File: src/rtl/operand_loader.sv
// rtl/operand_loader.sv - loads operands A, B and opcode from a byte stream, then starts the ALU
// Optional idle timeout in GET_B/GET_OP compiled in with OPERAND_LOADER_TIMEOUT_EN.
module operand_loader (
   input  logic       clk,
   input  logic       reset,
   input  logic [7:0] in_data,
   input  logic       in_valid,
   output logic       in_ready,
   output logic [7:0] reg_data,
   output logic       load_a,
   output logic       load_b,
   output logic       load_op,
   output logic       start,
   input  logic       alu_done,
   output logic       busy,
   output logic [7:0] frame_count,
   output logic       timeout
);

   typedef enum logic [2:0] {
      ST_GET_A,
      ST_GET_B,
      ST_GET_OP,
      ST_SETTLE,
      ST_START,
      ST_WAIT_DONE
   } state_t;

   state_t     r_state;
   logic [7:0] r_data;
   logic       r_load_a;
   logic       r_load_b;
   logic       r_load_op;
   logic [7:0] r_frame_count;
   logic       r_timeout;

   logic       w_in_ready;
   logic       w_accept;
   logic       w_waiting;
   logic       w_idle_expire;

   assign w_in_ready = (r_state == ST_GET_A) || (r_state == ST_GET_B) || (r_state == ST_GET_OP);
   assign w_accept   = in_valid && w_in_ready;
   assign w_waiting  = (r_state == ST_GET_B) || (r_state == ST_GET_OP);

`ifdef OPERAND_LOADER_TIMEOUT_EN
   logic [7:0] r_idle;

   // The 255th consecutive idle cycle abandons the frame; a byte arriving on that cycle wins.
   assign w_idle_expire = w_waiting && !w_accept && (r_idle == 8'd254);

   always_ff @(posedge clk) begin
      if (reset) begin
         r_idle <= 8'd0;
      end else if (w_accept || !w_waiting || w_idle_expire) begin
         r_idle <= 8'd0;
      end else begin
         r_idle <= r_idle + 8'd1;
      end
   end
`else
   assign w_idle_expire = 1'b0;
`endif

   always_ff @(posedge clk) begin
      if (reset) begin
         r_state       <= ST_GET_A;
         r_data        <= 8'd0;
         r_load_a      <= 1'b0;
         r_load_b      <= 1'b0;
         r_load_op     <= 1'b0;
         r_frame_count <= 8'd0;
         r_timeout     <= 1'b0;
      end else begin
         r_load_a  <= 1'b0;
         r_load_b  <= 1'b0;
         r_load_op <= 1'b0;
         r_timeout <= 1'b0;
         case (r_state)
            ST_GET_A: begin
               if (w_accept) begin
                  r_data   <= in_data;
                  r_load_a <= 1'b1;
                  r_state  <= ST_GET_B;
               end
            end
            ST_GET_B: begin
               if (w_accept) begin
                  r_data   <= in_data;
                  r_load_b <= 1'b1;
                  r_state  <= ST_GET_OP;
               end else if (w_idle_expire) begin
                  r_timeout <= 1'b1;
                  r_state   <= ST_GET_A;
               end
            end
            ST_GET_OP: begin
               if (w_accept) begin
                  r_data    <= in_data;
                  r_load_op <= 1'b1;
                  r_state   <= ST_SETTLE;
               end else if (w_idle_expire) begin
                  r_timeout <= 1'b1;
                  r_state   <= ST_GET_A;
               end
            end
            // One cycle gap so the OP register holds the opcode before start is seen.
            ST_SETTLE: r_state <= ST_START;
            ST_START: begin
               r_frame_count <= r_frame_count + 8'd1;
               r_state       <= ST_WAIT_DONE;
            end
            ST_WAIT_DONE: begin
               if (alu_done) begin
                  r_state <= ST_GET_A;
               end
            end
            default: r_state <= ST_GET_A;
         endcase
      end
   end

   assign in_ready    = w_in_ready;
   assign reg_data    = r_data;
   assign load_a      = r_load_a;
   assign load_b      = r_load_b;
   assign load_op     = r_load_op;
   assign start       = (r_state == ST_START);
   assign busy        = (r_state != ST_GET_A);
   assign frame_count = r_frame_count;
   assign timeout     = r_timeout;

endmodule
File: config.mk
export PLATFORM = sky130hd
export DESIGN_NAME = operand_loader
export DESIGN_NICKNAME = d
export VERILOG_FILES = /design/src/rtl/operand_loader.sv
export SDC_FILE = /design/constraint.sdc
export NUM_CORES = 1
export LEC_CHECK = 0
export CORE_MARGIN = 2
export CORE_UTILIZATION = 40
export CTS_CLUSTER_DIAMETER = 50
export DETAILED_ROUTE_END_ITERATION = 16
export PLACE_DENSITY = 0.76
export SYNTH_ARGS = -nofsm -noshare
export SYNTH_HDL_FRONTEND = slang
export SYNTH_SLANG_ARGS = --single-unit
export TNS_END_PERCENT = 5
File: constraint.sdc
create_clock -name clk -period 2.08 [get_ports clk]
set_input_delay 0.416 -clock clk [delete_from_list [all_inputs] [get_ports clk]]
set_output_delay 0.416 -clock clk [all_outputs]
set_load 0.005 [all_outputs]
==> flow_summary.toml <==
[pwr]
ir_drop_v = 0.000408
internal-power_mw = 0.613
p_leak_nw = 0.515
power_density_nw_per_um2 = 584
power_switching_mw = 0.182
p_sw_share_pct = 22.9
p_clk_share_pct = 29.4
combPwrFrac_pct = 14.7
pwr-share-seq_pct = 56.0

[sta]
hold_slack_ns = 0.484
period_needed_ns = 2.00
fmax_mhz = 499
post-route-period-util_pct = 96.4
hold_viol_final = 0
drv_slew = 0
final-setup-viol-count = 0
skew_ns = 0.00649

[worst_hold_path]
hold_path.class = "flip-flop to flip-flop"
hold_start = "reg_data[5]$_SDFFE_PP0P_"

[worst_setup_path]
criticalPathCategory = "flip-flop to primary output"
crit_path_start = "r_state[1]$_SDFFE_PP0P_"
reg2reg_slack_ns = 0.37
arrival_ns = 1.59
cp_max_fo = 10
worstPathRequired_ns = 1.66
reg2reg_from = "r_state[1]$_SDFFE_PP0P_"
end_kind = "primary output"
startpoint_type = "flip-flop"

[drt]
routed-via-count = 915
dr.first_iter.drc_count = 13
vias_per_cell = 5.35
ant_nets = 0
drc = 0
firstDrtPassIters = 4
routed_wl_um = 2280
wl_per_cell_um = 13.3

[logic_synthesis]
synth-seq-cells = 22
avgSynthCellArea_um2 = 8.64
yosysTopAreaCellShare_pct = 46.7
syn_inst = 109
synth_cell_types = 31
synthTopCellsByArea = "dfxtp_1 47%, a21oi_1 6.9%, o21ai_0 5.3%"
yosysWarnings = 0
yosysSeqAreaShare_pct = 46.7
syn_nets = 122
syn_area_um2 = 942
synth.largest_area_cell = "dfxtp_1"

[cts]
htree_levels = 1
cts_tree = "done"
clkLatencyLatePin_ns = 0.30
hold_buffers = 0
clock_sinks = 22
clk_path_buf_depth = 2
clkTransAtPathRegs_ns = 0.11
cts_root_buffer = "clkbuf_4"
cts_made_buffers = 3

[final_layout]
most-common-layout-cells = "31 x clkdlybuf4s50_1, 19 x dfxtp_1, 13 x a21oi_1, 10 x o21ai_0, 9 x nand3_1"
area_delta_synth_final_pct = 44.5
final_layout_size_suffix_gt1_share_pct = 12.6
post-route-cell-area_um2 = 1360
final_common_cell = "clkdlybuf4s50_1"
nNetsFinal = 157
antenna-diode-count = 0

[grt]
grt_max_degree = 15
grt_pass1_wl_um = 3610
grt_use_total_pct = 18.0
antenna_found_initial = 0
grt_overflow = 0
grt_pass1_vias = 815

[placement]
place_congestion = 0.841
port_buffers = 33
placed_cell_area_um2 = 1300
hpwlAfterDp_um = 1610

[floorplan]
coreArea_um2 = 2210
dieArea_um2 = 2760
start_util_pct = 42.6
die_y_um = 52.5
pin_count = 35
num_rows = 17
die_w_um = 52.5

[run]
max_cap_viol_count = 0

[outcome]
status = "completed"
[sequential cells by signal, indices dropped and copies added (netlist names)]
register     cells
frame_count      8
reg_data         8
r_state          3
load_a           1
load_b           1
load_op          1
[layout make-up]
cell class	instances	area [µm²]
fill	196	851
sequential	22	444
multi-input combinational	75	452
tap	28	35.0
timing repair buffer	39	380
clock buffer	4	36.3
inverter	3	13.8
[timing repair]
item | in CTS | in global routing
buffers inserted | 0 | 1
pin swaps | 0 | 1
gates resized for setup | 4 | 5
endpoints found under the setup margin | 2 | 3
[worst max-delay path: stages (launching register included)]
cell	delay, ns
dfxtp_2	0.34
buf_4	0.16
and2_4	0.19
nor2_1	0.10
clkdlybuf4s50_1	0.50
[per-layer routing]
layer | GRT usage [%] | up-vias | wire length (µm)
met3 | 3.14 | 4 | 103
met2 | 27.3 | 32 | 1130
met4 | 10.7 | 0 | 55
met1 | 23.8 | 431 | 994
met5 | 0 | - | 0
li1 | - | 448 | -
[logic make-up (layout without fill, tap and decap cells)]
| logic type | after synthesis | in the layout | synth area share (%) |
|---|---|---|---|
| buffers and inverters | 12 | 46 | 5.58 |
| adders and majority gates | 1 | 1 | 1.33 |
| and+or+nand+nor | 40 | 40 | 24.2 |
| other | 1 | 1 | 0.398 |
| DFF | 22 | 22 | 46.7 |
| AOI/OAI and AO/OA | 27 | 27 | 15.4 |
| muxes | 4 | 4 | 4.52 |
| xor gates and xnor gates | 2 | 2 | 1.86 |
[power groups by stage]
| stage | registers (mW) | clock network [mW] | logic (mW) |
|---|---|---|---|
| after floorplan | 0.454 | 0 | 0.0485 |
| after global placement | 0.453 | 0 | 0.113 |
| after detailed placement | 0.454 | 0 | 0.115 |
| after CTS | 0.444 | 0.243 | 0.117 |
| after global routing | 0.447 | 0.261 | 0.128 |
| final | 0.445 | 0.233 | 0.117 |
[stage by stage]
stage / setup TNS [ns] / utilization [%] / setup slack (ns) / power (mW) / std cells
2_1_floorplan: 0 / - / 0.518 / 0.502 / 109
3_3_place_gp: 0 / 58.9 / 0.323 / 0.566 / 166
3_5_place_dp: 0 / 58.9 / 0.296 / 0.569 / 166
4_1_cts: 0 / 60.8 / 0.000960 / 0.804 / 170
5_1_grt: -0.00459 / 61.5 / -0.00459 / 0.837 / 171
6_report: 0 / 61.5 / 0.0752 / 0.795 / 171
[synth_stat cells]
master	number
a211oi_1	1
a21boi_0	1
a21oi_1	13
and2_1	1
buf_4	2
clkbuf_1	7
conb_1	1
dfxtp_1	22
ha_1	1
inv_1	3
mux2_2	2
mux2i_1	2
nand2_1	3
nand2b_1	3
nand3_1	9
nand3b_1	1
nand4_1	1
nand4bb_1	1
nor2_1	7
nor2b_1	3
nor3_1	2
nor3b_1	1
nor4_1	2
nor4b_1	1
o21ai_0	10
o21bai_1	1
o31ai_1	1
or3_1	3
or3b_4	1
or4_1	1
xnor2_1	2
[path summary, 6_finish.rpt]
kind / endpoint / cells past startpoint
worst max register to register: frame_count[7]$_SDFFE_PP0P_ / 4
worst min-delay path: reg_data[5]$_SDFFE_PP0P_ / 2
worst min register to register: reg_data[5]$_SDFFE_PP0P_ / 2
worst max-delay path: in_ready / 4
No activity file was read; power rests on OpenSTA's default activity.
